--- config.mk ---
export PLATFORM = sky130hd
export DESIGN_NAME = sa_write_arbiter_flat
export DESIGN_NICKNAME = d
export VERILOG_FILES = /design/src/rtl/sa_write_arbiter_pkg.sv /design/src/rtl/sa_write_arbiter_if.sv /design/src/rtl/sa_order_fifo.sv /design/src/rtl/sa_write_arbiter.sv /design/src/flat_wrapper.sv
export SDC_FILE = /design/constraint.sdc
export NUM_CORES = 1
export LEC_CHECK = 0
export ABC_CLOCK_PERIOD_IN_PS = 3800
export BUFFER_PORTS_ARGS = -buffer_cell sky130_fd_sc_hd__buf_4
export CAP_MARGIN = 30
export CORE_ASPECT_RATIO = 0.75
export CORE_MARGIN = 10
export CORE_UTILIZATION = 40
export CTS_CLUSTER_DIAMETER = 200
export CTS_CLUSTER_SIZE = 30
export DETAILED_ROUTE_END_ITERATION = 16
export GPL_ROUTABILITY_DRIVEN = 0
export GPL_TIMING_DRIVEN = 0
export PLACE_DENSITY = 0.79
export SETUP_SLACK_MARGIN = 0.02
export SLEW_MARGIN = 40
export SYNTH_ARGS = -nofsm -noshare
export SYNTH_HDL_FRONTEND = slang
export SYNTH_SLANG_ARGS = --single-unit
--- constraint.sdc ---
create_clock -name ACLK_i -period 3.8 [get_ports ACLK_i]
set_input_delay 0.19 -clock ACLK_i [delete_from_list [all_inputs] [get_ports ACLK_i]]
set_output_delay 0.19 -clock ACLK_i [all_outputs]
set_load 0.01 [all_outputs]
--- src/rtl/sa_write_arbiter_pkg.sv ---
// Shared definitions for the per-slave write arbiter: default AXI field
// widths, order-FIFO pointer sizing and the round-robin index helpers.
package sa_write_arbiter_pkg;

    localparam int MST_AMT_DEF           = 2;
    localparam int OUTSTANDING_AMT_DEF   = 8;
    localparam int DATA_WIDTH_DEF        = 32;
    localparam int ADDR_WIDTH_DEF        = 32;
    localparam int TRANS_MST_ID_W_DEF    = 5;
    localparam int TRANS_BURST_W_DEF     = 2;
    localparam int TRANS_DATA_LEN_W_DEF  = 3;
    localparam int TRANS_DATA_SIZE_W_DEF = 3;
    localparam int TRANS_WR_RESP_W_DEF   = 2;

    // Order-FIFO pointer width: index bits plus one wrap bit.
    function automatic int outst_ctn_w(input int depth);
        return $clog2(depth) + 1;
    endfunction

    localparam int OUTST_CTN_W = outst_ctn_w(OUTSTANDING_AMT_DEF);

    // Width of a master index; never allowed to collapse to zero bits.
    function automatic int mst_idx_w(input int amt);
        return (amt > 1) ? $clog2(amt) : 1;
    endfunction

    // Round-robin successor of idx, wrapping modulo amt.
    function automatic int rr_next(input int idx, input int amt);
        return (idx + 1 >= amt) ? 0 : idx + 1;
    endfunction

endpackage

--- src/rtl/sa_write_arbiter_if.sv ---
// Bundle of all dispatcher-side and slave-side AW/W/B signals of one
// arbiter instance. The slave modport is the arbiter's view; the master
// modport is the view of the surrounding dispatchers and AXI slave.
interface sa_write_arbiter_if
    import sa_write_arbiter_pkg::*;
#(
    parameter int MST_AMT           = MST_AMT_DEF,
    parameter int DATA_WIDTH        = DATA_WIDTH_DEF,
    parameter int ADDR_WIDTH        = ADDR_WIDTH_DEF,
    parameter int TRANS_MST_ID_W    = TRANS_MST_ID_W_DEF,
    parameter int TRANS_BURST_W     = TRANS_BURST_W_DEF,
    parameter int TRANS_DATA_LEN_W  = TRANS_DATA_LEN_W_DEF,
    parameter int TRANS_DATA_SIZE_W = TRANS_DATA_SIZE_W_DEF,
    parameter int TRANS_WR_RESP_W   = TRANS_WR_RESP_W_DEF
);
    // Dispatcher AW
    logic [TRANS_MST_ID_W*MST_AMT-1:0]    dsp_AWID_i;
    logic [ADDR_WIDTH*MST_AMT-1:0]        dsp_AWADDR_i;
    logic [TRANS_BURST_W*MST_AMT-1:0]     dsp_AWBURST_i;
    logic [TRANS_DATA_LEN_W*MST_AMT-1:0]  dsp_AWLEN_i;
    logic [TRANS_DATA_SIZE_W*MST_AMT-1:0] dsp_AWSIZE_i;
    logic [MST_AMT-1:0]                   dsp_AWVALID_i;
    logic [MST_AMT-1:0]                   dsp_AW_outst_full_i;
    logic [MST_AMT-1:0]                   dsp_AWREADY_o;
    // Dispatcher W
    logic [DATA_WIDTH*MST_AMT-1:0]        dsp_WDATA_i;
    logic [MST_AMT-1:0]                   dsp_WLAST_i;
    logic [MST_AMT-1:0]                   dsp_WVALID_i;
    logic [MST_AMT-1:0]                   dsp_WREADY_o;
    // Dispatcher B
    logic [TRANS_MST_ID_W-1:0]            dsp_BID_o;
    logic [TRANS_WR_RESP_W-1:0]           dsp_BRESP_o;
    logic [MST_AMT-1:0]                   dsp_BVALID_o;
    logic [MST_AMT-1:0]                   dsp_BREADY_i;
    // Slave AW
    logic [TRANS_MST_ID_W-1:0]            s_AWID_o;
    logic [ADDR_WIDTH-1:0]                s_AWADDR_o;
    logic [TRANS_BURST_W-1:0]             s_AWBURST_o;
    logic [TRANS_DATA_LEN_W-1:0]          s_AWLEN_o;
    logic [TRANS_DATA_SIZE_W-1:0]         s_AWSIZE_o;
    logic                                 s_AWVALID_o;
    logic                                 s_AWREADY_i;
    // Slave W
    logic [DATA_WIDTH-1:0]                s_WDATA_o;
    logic                                 s_WLAST_o;
    logic                                 s_WVALID_o;
    logic                                 s_WREADY_i;
    // Slave B
    logic [TRANS_MST_ID_W-1:0]            s_BID_i;
    logic [TRANS_WR_RESP_W-1:0]           s_BRESP_i;
    logic                                 s_BVALID_i;
    logic                                 s_BREADY_o;

    modport slave (
        input  dsp_AWID_i, dsp_AWADDR_i, dsp_AWBURST_i, dsp_AWLEN_i, dsp_AWSIZE_i,
        input  dsp_AWVALID_i, dsp_AW_outst_full_i,
        output dsp_AWREADY_o,
        input  dsp_WDATA_i, dsp_WLAST_i, dsp_WVALID_i,
        output dsp_WREADY_o,
        output dsp_BID_o, dsp_BRESP_o, dsp_BVALID_o,
        input  dsp_BREADY_i,
        output s_AWID_o, s_AWADDR_o, s_AWBURST_o, s_AWLEN_o, s_AWSIZE_o, s_AWVALID_o,
        input  s_AWREADY_i,
        output s_WDATA_o, s_WLAST_o, s_WVALID_o,
        input  s_WREADY_i,
        input  s_BID_i, s_BRESP_i, s_BVALID_i,
        output s_BREADY_o
    );

    modport master (
        output dsp_AWID_i, dsp_AWADDR_i, dsp_AWBURST_i, dsp_AWLEN_i, dsp_AWSIZE_i,
        output dsp_AWVALID_i, dsp_AW_outst_full_i,
        input  dsp_AWREADY_o,
        output dsp_WDATA_i, dsp_WLAST_i, dsp_WVALID_i,
        input  dsp_WREADY_o,
        input  dsp_BID_o, dsp_BRESP_o, dsp_BVALID_o,
        output dsp_BREADY_i,
        input  s_AWID_o, s_AWADDR_o, s_AWBURST_o, s_AWLEN_o, s_AWSIZE_o, s_AWVALID_o,
        output s_AWREADY_i,
        input  s_WDATA_o, s_WLAST_o, s_WVALID_o,
        output s_WREADY_i,
        output s_BID_i, s_BRESP_i, s_BVALID_i,
        input  s_BREADY_o
    );

endinterface

--- src/rtl/sa_order_fifo.sv ---
// Small FIFO holding granted master indices in AW order. The head is read
// combinationally so W/B steering follows the head in the same cycle.
// A pop on a full FIFO frees the slot for a same-cycle push; a push on an
// empty FIFO is not visible at the head until the following cycle.
module sa_order_fifo
    import sa_write_arbiter_pkg::*;
#(
    parameter int WIDTH = 1,
    parameter int DEPTH = 8
) (
    input  logic             clk,
    input  logic             rst_n,
    input  logic             push,
    input  logic [WIDTH-1:0] push_data,
    input  logic             pop,
    output logic [WIDTH-1:0] head,
    output logic             empty,
    output logic             full
);
    localparam int PTR_W = outst_ctn_w(DEPTH);
    localparam int IDX_W = PTR_W - 1;

    logic [PTR_W-1:0] wr_ptr_reg;
    logic [PTR_W-1:0] rd_ptr_reg;
    logic [WIDTH-1:0] mem [DEPTH];
    logic             do_push;
    logic             do_pop;

    assign empty   = (wr_ptr_reg == rd_ptr_reg);
    assign full    = (wr_ptr_reg[IDX_W-1:0] == rd_ptr_reg[IDX_W-1:0]) &&
                     (wr_ptr_reg[IDX_W] != rd_ptr_reg[IDX_W]);
    assign do_pop  = pop && !empty;
    assign do_push = push && (!full || do_pop);
    assign head    = mem[rd_ptr_reg[IDX_W-1:0]];

    // Pointer update; reset discards every stored entry.
    always_ff @(posedge clk) begin
        if (!rst_n) begin
            wr_ptr_reg <= '0;
            rd_ptr_reg <= '0;
        end else begin
            if (do_push) wr_ptr_reg <= wr_ptr_reg + 1'b1;
            if (do_pop)  rd_ptr_reg <= rd_ptr_reg + 1'b1;
        end
    end

    // Storage write; contents need no reset because the pointers gate them.
    always_ff @(posedge clk) begin
        if (do_push) mem[wr_ptr_reg[IDX_W-1:0]] <= push_data;
    end

endmodule

--- src/rtl/sa_write_arbiter.sv ---
// Per-slave write arbiter: round-robin AW arbitration with a registered
// slave AW stage, W and B steering by recorded grant order, and a cap on
// outstanding write transactions set by the order-FIFO depth.
module sa_write_arbiter
    import sa_write_arbiter_pkg::*;
#(
    parameter int MST_AMT           = MST_AMT_DEF,
    parameter int OUTSTANDING_AMT   = OUTSTANDING_AMT_DEF,
    parameter int DATA_WIDTH        = DATA_WIDTH_DEF,
    parameter int ADDR_WIDTH        = ADDR_WIDTH_DEF,
    parameter int TRANS_MST_ID_W    = TRANS_MST_ID_W_DEF,
    parameter int TRANS_BURST_W     = TRANS_BURST_W_DEF,
    parameter int TRANS_DATA_LEN_W  = TRANS_DATA_LEN_W_DEF,
    parameter int TRANS_DATA_SIZE_W = TRANS_DATA_SIZE_W_DEF,
    parameter int TRANS_WR_RESP_W   = TRANS_WR_RESP_W_DEF,
    parameter int MST_ID_W          = mst_idx_w(MST_AMT)
) (
    input  logic                ACLK_i,
    input  logic                ARESETn_i,
    sa_write_arbiter_if.slave   bus
);
    // Per-master views of the packed dispatcher buses
    logic [TRANS_MST_ID_W-1:0]    mst_awid    [MST_AMT];
    logic [ADDR_WIDTH-1:0]        mst_awaddr  [MST_AMT];
    logic [TRANS_BURST_W-1:0]     mst_awburst [MST_AMT];
    logic [TRANS_DATA_LEN_W-1:0]  mst_awlen   [MST_AMT];
    logic [TRANS_DATA_SIZE_W-1:0] mst_awsize  [MST_AMT];
    logic [DATA_WIDTH-1:0]        mst_wdata   [MST_AMT];

    // Arbitration
    logic [MST_AMT-1:0]  eligible;
    logic [MST_ID_W-1:0] winner;
    logic                winner_found;
    logic                aw_free;
    logic                can_accept;
    logic                grant;
    logic [MST_AMT-1:0]  awready;
    logic [MST_ID_W-1:0] rr_ptr_reg;
    logic [MST_ID_W-1:0] rr_ptr_next;

    // Registered slave AW stage
    logic                         aw_valid_reg;
    logic [TRANS_MST_ID_W-1:0]    aw_id_reg;
    logic [ADDR_WIDTH-1:0]        aw_addr_reg;
    logic [TRANS_BURST_W-1:0]     aw_burst_reg;
    logic [TRANS_DATA_LEN_W-1:0]  aw_len_reg;
    logic [TRANS_DATA_SIZE_W-1:0] aw_size_reg;

    // Order FIFOs
    logic [MST_ID_W-1:0] w_head;
    logic                w_empty;
    logic                w_full;
    logic                w_pop;
    logic [MST_ID_W-1:0] b_head;
    logic                b_empty;
    logic                b_full;
    logic                b_pop;

    // Steering
    logic                  s_wvalid;
    logic                  s_wlast;
    logic                  s_bready;
    logic [MST_AMT-1:0]    wready;
    logic [MST_AMT-1:0]    bvalid;

    for (genvar gi = 0; gi < MST_AMT; gi++) begin : g_slice
        assign mst_awid[gi]    = bus.dsp_AWID_i[gi*TRANS_MST_ID_W +: TRANS_MST_ID_W];
        assign mst_awaddr[gi]  = bus.dsp_AWADDR_i[gi*ADDR_WIDTH +: ADDR_WIDTH];
        assign mst_awburst[gi] = bus.dsp_AWBURST_i[gi*TRANS_BURST_W +: TRANS_BURST_W];
        assign mst_awlen[gi]   = bus.dsp_AWLEN_i[gi*TRANS_DATA_LEN_W +: TRANS_DATA_LEN_W];
        assign mst_awsize[gi]  = bus.dsp_AWSIZE_i[gi*TRANS_DATA_SIZE_W +: TRANS_DATA_SIZE_W];
        assign mst_wdata[gi]   = bus.dsp_WDATA_i[gi*DATA_WIDTH +: DATA_WIDTH];
    end

    // Pick the first eligible master at or after the round-robin pointer.
    always_comb begin
        int cand_idx;
        logic [MST_ID_W-1:0] cand_id;
        eligible     = bus.dsp_AWVALID_i & ~bus.dsp_AW_outst_full_i;
        winner       = '0;
        winner_found = 1'b0;
        cand_idx     = 0;
        cand_id      = '0;
        for (int k = 0; k < MST_AMT; k++) begin
            cand_idx = int'(rr_ptr_reg) + k;
            if (cand_idx >= MST_AMT) cand_idx = cand_idx - MST_AMT;
            cand_id = MST_ID_W'(cand_idx);
            if (!winner_found && eligible[cand_id]) begin
                winner_found = 1'b1;
                winner       = cand_id;
            end
        end
    end

    // Accept only when the AW stage drains this cycle and both order FIFOs
    // have room, counting a same-cycle pop as freeing a slot.
    always_comb begin
        aw_free     = !aw_valid_reg || bus.s_AWREADY_i;
        can_accept  = aw_free && (!w_full || w_pop) && (!b_full || b_pop);
        grant       = can_accept && winner_found;
        rr_ptr_next = MST_ID_W'(rr_next(int'(winner), MST_AMT));
        awready     = '0;
        if (grant) awready[winner] = 1'b1;
    end

    // Slave AW register stage and round-robin pointer.
    always_ff @(posedge ACLK_i) begin
        if (!ARESETn_i) begin
            aw_valid_reg <= 1'b0;
            aw_id_reg    <= '0;
            aw_addr_reg  <= '0;
            aw_burst_reg <= '0;
            aw_len_reg   <= '0;
            aw_size_reg  <= '0;
            rr_ptr_reg   <= '0;
        end else if (grant) begin
            aw_valid_reg <= 1'b1;
            aw_id_reg    <= mst_awid[winner];
            aw_addr_reg  <= mst_awaddr[winner];
            aw_burst_reg <= mst_awburst[winner];
            aw_len_reg   <= mst_awlen[winner];
            aw_size_reg  <= mst_awsize[winner];
            rr_ptr_reg   <= rr_ptr_next;
        end else if (bus.s_AWREADY_i) begin
            aw_valid_reg <= 1'b0;
        end
    end

    sa_order_fifo #(
        .WIDTH (MST_ID_W),
        .DEPTH (OUTSTANDING_AMT)
    ) u_w_order (
        .clk       (ACLK_i),
        .rst_n     (ARESETn_i),
        .push      (grant),
        .push_data (winner),
        .pop       (w_pop),
        .head      (w_head),
        .empty     (w_empty),
        .full      (w_full)
    );

    sa_order_fifo #(
        .WIDTH (MST_ID_W),
        .DEPTH (OUTSTANDING_AMT)
    ) u_b_order (
        .clk       (ACLK_i),
        .rst_n     (ARESETn_i),
        .push      (grant),
        .push_data (winner),
        .pop       (b_pop),
        .head      (b_head),
        .empty     (b_empty),
        .full      (b_full)
    );

    // W steering: only the master at the W-order head sees the slave ready.
    always_comb begin
        s_wvalid = !w_empty && bus.dsp_WVALID_i[w_head];
        s_wlast  = bus.dsp_WLAST_i[w_head];
        wready   = '0;
        if (!w_empty) wready[w_head] = bus.s_WREADY_i;
        w_pop    = s_wvalid && bus.s_WREADY_i && s_wlast;
    end

    // B steering: response goes to the B-order head; nothing is accepted
    // from the slave while no write is outstanding.
    always_comb begin
        bvalid   = '0;
        s_bready = 1'b0;
        if (!b_empty) begin
            bvalid[b_head] = bus.s_BVALID_i;
            s_bready       = bus.dsp_BREADY_i[b_head];
        end
        b_pop = bus.s_BVALID_i && s_bready;
    end

    assign bus.dsp_AWREADY_o = awready;
    assign bus.s_AWVALID_o   = aw_valid_reg;
    assign bus.s_AWID_o      = aw_id_reg;
    assign bus.s_AWADDR_o    = aw_addr_reg;
    assign bus.s_AWBURST_o   = aw_burst_reg;
    assign bus.s_AWLEN_o     = aw_len_reg;
    assign bus.s_AWSIZE_o    = aw_size_reg;

    assign bus.s_WVALID_o    = s_wvalid;
    assign bus.s_WDATA_o     = mst_wdata[w_head];
    assign bus.s_WLAST_o     = s_wlast;
    assign bus.dsp_WREADY_o  = wready;

    assign bus.dsp_BVALID_o  = bvalid;
    assign bus.dsp_BID_o     = bus.s_BID_i;
    assign bus.dsp_BRESP_o   = bus.s_BRESP_i;
    assign bus.s_BREADY_o    = s_bready;

endmodule

--- src/flat_wrapper.sv ---
// flat-port wrapper written by rule: the top's interface ports become plain ports
module sa_write_arbiter_flat import sa_write_arbiter_pkg::*;
#(
    parameter int MST_AMT           = MST_AMT_DEF,
    parameter int OUTSTANDING_AMT   = OUTSTANDING_AMT_DEF,
    parameter int DATA_WIDTH        = DATA_WIDTH_DEF,
    parameter int ADDR_WIDTH        = ADDR_WIDTH_DEF,
    parameter int TRANS_MST_ID_W    = TRANS_MST_ID_W_DEF,
    parameter int TRANS_BURST_W     = TRANS_BURST_W_DEF,
    parameter int TRANS_DATA_LEN_W  = TRANS_DATA_LEN_W_DEF,
    parameter int TRANS_DATA_SIZE_W = TRANS_DATA_SIZE_W_DEF,
    parameter int TRANS_WR_RESP_W   = TRANS_WR_RESP_W_DEF,
    parameter int MST_ID_W          = mst_idx_w(MST_AMT)
)
  (ACLK_i, ARESETn_i, bus_dsp_AWID_i, bus_dsp_AWADDR_i, bus_dsp_AWBURST_i, bus_dsp_AWLEN_i, bus_dsp_AWSIZE_i, bus_dsp_AWVALID_i, bus_dsp_AW_outst_full_i, bus_dsp_AWREADY_o, bus_dsp_WDATA_i, bus_dsp_WLAST_i, bus_dsp_WVALID_i, bus_dsp_WREADY_o, bus_dsp_BID_o, bus_dsp_BRESP_o, bus_dsp_BVALID_o, bus_dsp_BREADY_i, bus_s_AWID_o, bus_s_AWADDR_o, bus_s_AWBURST_o, bus_s_AWLEN_o, bus_s_AWSIZE_o, bus_s_AWVALID_o, bus_s_AWREADY_i, bus_s_WDATA_o, bus_s_WLAST_o, bus_s_WVALID_o, bus_s_WREADY_i, bus_s_BID_i, bus_s_BRESP_i, bus_s_BVALID_i, bus_s_BREADY_o);
  sa_write_arbiter_if #(.MST_AMT(MST_AMT), .DATA_WIDTH(DATA_WIDTH), .ADDR_WIDTH(ADDR_WIDTH), .TRANS_MST_ID_W(TRANS_MST_ID_W), .TRANS_BURST_W(TRANS_BURST_W), .TRANS_DATA_LEN_W(TRANS_DATA_LEN_W), .TRANS_DATA_SIZE_W(TRANS_DATA_SIZE_W), .TRANS_WR_RESP_W(TRANS_WR_RESP_W)) bus_i ();
  input  logic ACLK_i;
  input  logic ARESETn_i;
  input wire logic [$bits(bus_i.dsp_AWID_i)-1:0] bus_dsp_AWID_i;
  input wire logic [$bits(bus_i.dsp_AWADDR_i)-1:0] bus_dsp_AWADDR_i;
  input wire logic [$bits(bus_i.dsp_AWBURST_i)-1:0] bus_dsp_AWBURST_i;
  input wire logic [$bits(bus_i.dsp_AWLEN_i)-1:0] bus_dsp_AWLEN_i;
  input wire logic [$bits(bus_i.dsp_AWSIZE_i)-1:0] bus_dsp_AWSIZE_i;
  input wire logic [$bits(bus_i.dsp_AWVALID_i)-1:0] bus_dsp_AWVALID_i;
  input wire logic [$bits(bus_i.dsp_AW_outst_full_i)-1:0] bus_dsp_AW_outst_full_i;
  output wire logic [$bits(bus_i.dsp_AWREADY_o)-1:0] bus_dsp_AWREADY_o;
  input wire logic [$bits(bus_i.dsp_WDATA_i)-1:0] bus_dsp_WDATA_i;
  input wire logic [$bits(bus_i.dsp_WLAST_i)-1:0] bus_dsp_WLAST_i;
  input wire logic [$bits(bus_i.dsp_WVALID_i)-1:0] bus_dsp_WVALID_i;
  output wire logic [$bits(bus_i.dsp_WREADY_o)-1:0] bus_dsp_WREADY_o;
  output wire logic [$bits(bus_i.dsp_BID_o)-1:0] bus_dsp_BID_o;
  output wire logic [$bits(bus_i.dsp_BRESP_o)-1:0] bus_dsp_BRESP_o;
  output wire logic [$bits(bus_i.dsp_BVALID_o)-1:0] bus_dsp_BVALID_o;
  input wire logic [$bits(bus_i.dsp_BREADY_i)-1:0] bus_dsp_BREADY_i;
  output wire logic [$bits(bus_i.s_AWID_o)-1:0] bus_s_AWID_o;
  output wire logic [$bits(bus_i.s_AWADDR_o)-1:0] bus_s_AWADDR_o;
  output wire logic [$bits(bus_i.s_AWBURST_o)-1:0] bus_s_AWBURST_o;
  output wire logic [$bits(bus_i.s_AWLEN_o)-1:0] bus_s_AWLEN_o;
  output wire logic [$bits(bus_i.s_AWSIZE_o)-1:0] bus_s_AWSIZE_o;
  output wire logic [$bits(bus_i.s_AWVALID_o)-1:0] bus_s_AWVALID_o;
  input wire logic [$bits(bus_i.s_AWREADY_i)-1:0] bus_s_AWREADY_i;
  output wire logic [$bits(bus_i.s_WDATA_o)-1:0] bus_s_WDATA_o;
  output wire logic [$bits(bus_i.s_WLAST_o)-1:0] bus_s_WLAST_o;
  output wire logic [$bits(bus_i.s_WVALID_o)-1:0] bus_s_WVALID_o;
  input wire logic [$bits(bus_i.s_WREADY_i)-1:0] bus_s_WREADY_i;
  input wire logic [$bits(bus_i.s_BID_i)-1:0] bus_s_BID_i;
  input wire logic [$bits(bus_i.s_BRESP_i)-1:0] bus_s_BRESP_i;
  input wire logic [$bits(bus_i.s_BVALID_i)-1:0] bus_s_BVALID_i;
  output wire logic [$bits(bus_i.s_BREADY_o)-1:0] bus_s_BREADY_o;
  assign bus_i.dsp_AWID_i = bus_dsp_AWID_i;
  assign bus_i.dsp_AWADDR_i = bus_dsp_AWADDR_i;
  assign bus_i.dsp_AWBURST_i = bus_dsp_AWBURST_i;
  assign bus_i.dsp_AWLEN_i = bus_dsp_AWLEN_i;
  assign bus_i.dsp_AWSIZE_i = bus_dsp_AWSIZE_i;
  assign bus_i.dsp_AWVALID_i = bus_dsp_AWVALID_i;
  assign bus_i.dsp_AW_outst_full_i = bus_dsp_AW_outst_full_i;
  assign bus_dsp_AWREADY_o = bus_i.dsp_AWREADY_o;
  assign bus_i.dsp_WDATA_i = bus_dsp_WDATA_i;
  assign bus_i.dsp_WLAST_i = bus_dsp_WLAST_i;
  assign bus_i.dsp_WVALID_i = bus_dsp_WVALID_i;
  assign bus_dsp_WREADY_o = bus_i.dsp_WREADY_o;
  assign bus_dsp_BID_o = bus_i.dsp_BID_o;
  assign bus_dsp_BRESP_o = bus_i.dsp_BRESP_o;
  assign bus_dsp_BVALID_o = bus_i.dsp_BVALID_o;
  assign bus_i.dsp_BREADY_i = bus_dsp_BREADY_i;
  assign bus_s_AWID_o = bus_i.s_AWID_o;
  assign bus_s_AWADDR_o = bus_i.s_AWADDR_o;
  assign bus_s_AWBURST_o = bus_i.s_AWBURST_o;
  assign bus_s_AWLEN_o = bus_i.s_AWLEN_o;
  assign bus_s_AWSIZE_o = bus_i.s_AWSIZE_o;
  assign bus_s_AWVALID_o = bus_i.s_AWVALID_o;
  assign bus_i.s_AWREADY_i = bus_s_AWREADY_i;
  assign bus_s_WDATA_o = bus_i.s_WDATA_o;
  assign bus_s_WLAST_o = bus_i.s_WLAST_o;
  assign bus_s_WVALID_o = bus_i.s_WVALID_o;
  assign bus_i.s_WREADY_i = bus_s_WREADY_i;
  assign bus_i.s_BID_i = bus_s_BID_i;
  assign bus_i.s_BRESP_i = bus_s_BRESP_i;
  assign bus_i.s_BVALID_i = bus_s_BVALID_i;
  assign bus_s_BREADY_o = bus_i.s_BREADY_o;
  sa_write_arbiter #(.MST_AMT(MST_AMT), .OUTSTANDING_AMT(OUTSTANDING_AMT), .DATA_WIDTH(DATA_WIDTH), .ADDR_WIDTH(ADDR_WIDTH), .TRANS_MST_ID_W(TRANS_MST_ID_W), .TRANS_BURST_W(TRANS_BURST_W), .TRANS_DATA_LEN_W(TRANS_DATA_LEN_W), .TRANS_DATA_SIZE_W(TRANS_DATA_SIZE_W), .TRANS_WR_RESP_W(TRANS_WR_RESP_W), .MST_ID_W(MST_ID_W)) u_core (.ACLK_i(ACLK_i), .ARESETn_i(ARESETn_i), .bus(bus_i));
endmodule
; Word level (Yosys, flattened, before mapping)
; Memories as Yosys holds them, arrays and structs flattened. A register that Yosys moved wholly into a read port is not among the register bits.
; Cells that the tools add are included.
[classes]
n_addsub = 8
n_mul = 0
n_div = 0
magnitude_cmp = 13
n_eq_ne = 6
shift = 0
n_mux = 55
bitwise = 6
reduce_logical = 29
[ops]
columns = op, count
row1 = $mux W32, 6
row2 = $mux W3, 10
row3 = $mux W1, 27
row4 = $logic_and A1 B1 Y1, 17
row5 = $add A4 B1 Y4 const B, 4
row6 = $mux W5, 3
row7 = $mux W2, 6
row8 = $lt A1 B2 Y1 const B, 5
row9 = $eq A4 B4 Y1, 2
row10 = $ge A2 B2 Y1 const B, 4
row11 = $and A2 B2 Y2, 3
row12 = $eq A3 B3 Y1, 2
row13 = $logic_not A1 Y1, 6
row14 = $logic_or A1 B1 Y1, 5
row15 = $add A1 B1 Y2 const B, 2
row16 = $not A1 Y2, 2
row17 = $demux W1 S1, 3
row18 = $ge A1 B1 Y1 const B, 3
row19 = $ge A1 B2 Y1 const B, 1
row20 = $ne A1 B1 Y1, 2
row21 = $not A2 Y2, 1
row22 = $reduce_bool A2 Y1, 1
row23 = $sub A1 B1 Y1 const B, 2
[totals]
register_bits = 63
latchBits = 0
ram_bits = 16
mem_bits_ro = 0
inputBits = 176
out_inout_bits = 94
elab_cells = 130
n_memories = 2
[memory_table]
columns = name, words, word_bits, read_ports, rd_ports_with_merged_regs, wr, line_no
row1 = u_core.u_b_order.mem, 8, 1, 1, 1, 1, sa_order_fifo.sv:25  ; logic [WIDTH-1:0] mem [DEPTH];
row2 = u_core.u_w_order.mem, 8, 1, 1, 1, 1, sa_order_fifo.sv:25

; Longest topological paths before layout
[logic_depth]
ltp_word = 13
mapped_depth = 9
depth_no_buf = 6

; Modules after synthesis
; Synthesis repeated with hierarchy kept, for this count alone.
[hier_totals]
cells_unflattened = 544
area_unflattened_um2 = 4974.8
[by_module_without_submodules]
columns = module, n_inst, cells_per_inst, area_each_um2, seq_area_each_um2
row1 = sa_write_arbiter, 1, 382, 3203.1, 940.9
row2 = sa_order_fifo (u_core.u_b_order), 1, 82, 885.8, 460.4
row3 = sa_order_fifo (u_core.u_w_order), 1, 80, 885.8, 460.4

; Worst setup path before layout
; No wires, ideal clock.
[synth_timing]
path_type = flip-flop to flip-flop
start = register with a tool-made name
end = register u_core.aw_valid_reg, in the netlist u_core.bus.s_AWVALID_o
setup_time_ns = 0.115
arrival_time_ns = 2.640
t_required_ns = 3.685
setup_slack_ns = 1.046
stages_incl_launch_ff = 9
path_buffers = 2
period_less_slack_ns = 2.754
cell_sequence = dfxtp_1 > mux4_2 > mux2i_4 > mux2i_1 > a311o_1 > nor2_2 > buf_2 > buf_2 > o21a_1
[synth_lines]
columns = element, line_no
row1 = to (signal assigned), sa_write_arbiter.sv:109  ; aw_valid_reg <= 1'b0;
row2 = to (signal assigned), sa_write_arbiter.sv:117  ; aw_valid_reg <= 1'b1;
row3 = to (signal assigned), sa_write_arbiter.sv:125  ; aw_valid_reg <= 1'b0;
row4 = to (decl), sa_write_arbiter.sv:42  ; logic aw_valid_reg;

==> results_dict.tcl <==
set metrics [dict create \
    h-tree-depth 3 \
    synthAdderAreaFrac 0.0115 \
    yosysWarnings 0 \
    path_depth 7 \
    hold_path.class "input pin to flip-flop" \
    arrival_ps 3240 \
    placed_cells 824 \
    coreArea_sq_um 10500 \
    vias 4333 \
    setup_tns_ps 0 \
    maxSlewHeadroom 0.433 \
    cts_buffer_depth 2 \
    yosys-top-cells-area "dfxtp_1 32%, mux2i_1 12%, edfxtp_1 11%, mux2_2 8.5%, a211oi_1 7.7%" \
    first_iter_violations 195 \
    yosysTopAreaCellShare 0.317 \
    fin_nets 879 \
    crit_fanout 10 \
    synth_area_sq_um 4360 \
    drv_cap 0 \
    fin_crit_sh 0.902 \
    setup_viol 0 \
    ios 270 \
    drc 0 \
    power_density_nw_per_um2 381 \
    stdcell_area_sq_um 6810 \
    finalNonFillerCells 839 \
    post_dp_cell_area_sq_um 6490 \
    clk_pin_slew_worst_paths_ps 60 \
    final_antenna_net_count 0 \
    slew_violations 0 \
    reg2reg_slack_ps 410 \
    synth_ff_type "dfxtp_1" \
    leakagePower_nw 2.95 \
    seq_area_frac_synth 0.427 \
    r2r-end "u_core.bus.s_AWSIZE_o[0]" \
    yosysTopAreaCell "dfxtp_1" \
    grt_pass1_vias 4654 \
    period_needed_ps 3430 \
    clock_sinks 85 \
    clockRootBuffer "clkbuf_16" \
    fin_worst_skew_ps 8.39 \
    path_class "flip-flop to output port" \
    reg2regPathDepth 8 \
    cts_tree "yes" \
    vdd_drop_max_mv 0.210 \
    dieArea_sq_um 15500 \
    synth_mux_area_frac 0.230 \
    port_buffers 261 \
    slowest_delay_ps 630 \
    syn_area_per_cell_sq_um 10.2 \
    fp.dieH_microns 110 \
    vias_per_cell 5.16 \
    grt_antenna_before_repair 0 \
    die_width_microns 141 \
    status "complete, no violations" \
    fmax_ghz 0.292 \
    tightest_slew_ps 849 \
    ys_seq_elements 85 \
    holdBufCountCts 0 \
    area_growth_pct 56.1 \
    synth_top_family_by_area "multiplexers" \
    setup_slack_ps 371 \
    rows 32 \
    synth-compound-area-share 0.170 \
    cts_buffers 9 \
    antenna_cells 0 \
    insertion_delay_ps 330 \
    largest_reg_flops 32 \
    ys_types 41 \
    cp_num_buf_inv 1 \
    grtUsageTotal 0.199 \
    synth_cells 427 \
    rsz0062_at_grt "false" \
    wl_per_cell_microns 19.7 \
    start_util 0.417 \
    crit_required_ps 3610 \
    critPathCaptureType "output port" \
    start_kind "flip-flop" \
    synth-edff-count 16 \
    cpMaxStageDelayCell "a311oi_4" \
    grt_start_max_net_pins 26 \
    place_ws_ps 379 \
    hold_viol 0 \
    wirelength_microns 16500 \
    synthSimpleGateAreaFrac 0.0821 \
    firstDrtPassIters 4 \
    drive_above_1_share 0.472 \
    cp_top_family "multiplexers" \
    crit_chain "mux4_2, mux2i_4, mux2i_1, a311oi_4, nand2_1, nor2_1, buf_4" \
    hpwl_microns 13700 \
    utilization 0.651 \
    grt_pass1_wl_microns 25400 \
    synthXorXnorAreaFrac 0.0281 \
    crit_end "bus_dsp_AWREADY_o[0]" \
    syn-num-nets 607 \
    overflow 0 \
    synthArstFlopShare 0 \
]
==> power by group <==
| part | internal (W) | switching (W) |
|---|---|---|
| clock | 0.000564 | 0.000326 |
| combinational | 0.000369 | 0.000315 |
| sequential | 0.000980 | 0.0000371 |
==> kinds of logic after synthesis <==
family          Yosys count
xor+xnor                 14
compound gates          117
buf+inv                  49
simple gates             68
flops                    85
fa+ha+maj                 4
mux                      90
==> placed cells by master (no fill, tap or decap), types with 2 or more instances in the layout <==
cell type and count:
nor3b_1 4, clkbuf_16 10, nor2_1 20, clkbuf_1 25, buf_2 7, a21oi_1 53
ha_1 4, buf_4 268, a211oi_1 45, mux4_2 4, nor4_1 3, a31oi_1 2
xor2_1 3, o21a_1 2, o21ai_0 7, and3_1 3, inv_1 6, nand2b_1 3
edfxtp_1 16, xnor2_1 11, nor2b_1 3, dfxtp_1 69, nor4b_1 2, nand3_1 9
buf_1 5, mux2i_1 52, a31o_1 2, nand2_1 10, mux2_2 33, nor4_2 2
a41oi_1 2, nor3_1 5
==> worst register-to-register path, delay by kind of cell, from the launching register on <==
family                 cells  cell delay (ps)
multiplexers               3             1640
AO/OA/AOI/OAI              2              730
buffers and inverters      2              420
flip-flops                 1              380
AND/OR/NAND/NOR            1              120
==> per-stage QoR <==
step	power (W)	hold WS, ps
2_1_floorplan	0.00135	425
3_3_place_gp	0.00170	491
3_5_place_dp	0.00172	511
4_1_cts	0.00261	201
5_1_grt	0.00270	223
6_report	0.00259	210
==> final cells by class <==
type	instances	area, sq um
Fill cell	804	3640
Multi-Input combinational cell	293	2290
Timing Repair Buffer	261	1960
Sequential cell	85	1860
Clock buffer	14	275
Buffer	42	194
Tap cell	136	170
Clock inverter	1	30.0
Inverter	7	26.3
==> layer usage <==
metal | GRT usage | part of all wire | vias to the layer above
met4 | 0.0444 | 0.012 | 0
met2 | 0.351 | 0.51 | 185
met5 | 0 | 0 | -
li1 | - | - | 2123
met1 | 0.220 | 0.39 | 2009
met3 | 0.0769 | 0.087 | 16
==> synth_stat cells (5+ instances only) <==
master and number:
a211oi_1 45, a21oi_1 53, buf_1 5, buf_2 7, buf_4 7, clkbuf_1 23
dfxtp_1 69, edfxtp_1 16, inv_1 6, mux2_2 33, mux2i_1 52, nand2_1 10
nand3_1 9, nor2_1 20, nor3_1 5, o21ai_0 7, xnor2_1 11
==> worst min-delay path by stage <==
stage	startpoint	to	slack, ps	cells past startpoint
after floorplan	bus_dsp_AWADDR_i[0]	u_core.bus.s_AWADDR_o[0]	420	2
after global placement	u_core.u_b_order.wr_ptr_reg[3]	u_core.u_b_order.wr_ptr_reg[3]	490	2
after detailed placement	u_core.u_w_order.wr_ptr_reg[3]	u_core.u_w_order.wr_ptr_reg[3]	510	2
after CTS	bus_dsp_AWLEN_i[1]	u_core.bus.s_AWLEN_o[1]	200	3
after global routing	bus_dsp_AWADDR_i[9]	u_core.bus.s_AWADDR_o[9]	220	3
final	bus_dsp_AWADDR_i[29]	u_core.bus.s_AWADDR_o[29]	210	3
==> what timing repair did <==
item                                    in CTS  in global routing
gates resized for setup                      0                  1
endpoints found under the hold margin        0                  0
buffers inserted                             0                  0
endpoints found under the setup margin       0                  1
Note: power is estimated with default switching activity, not from simulation.
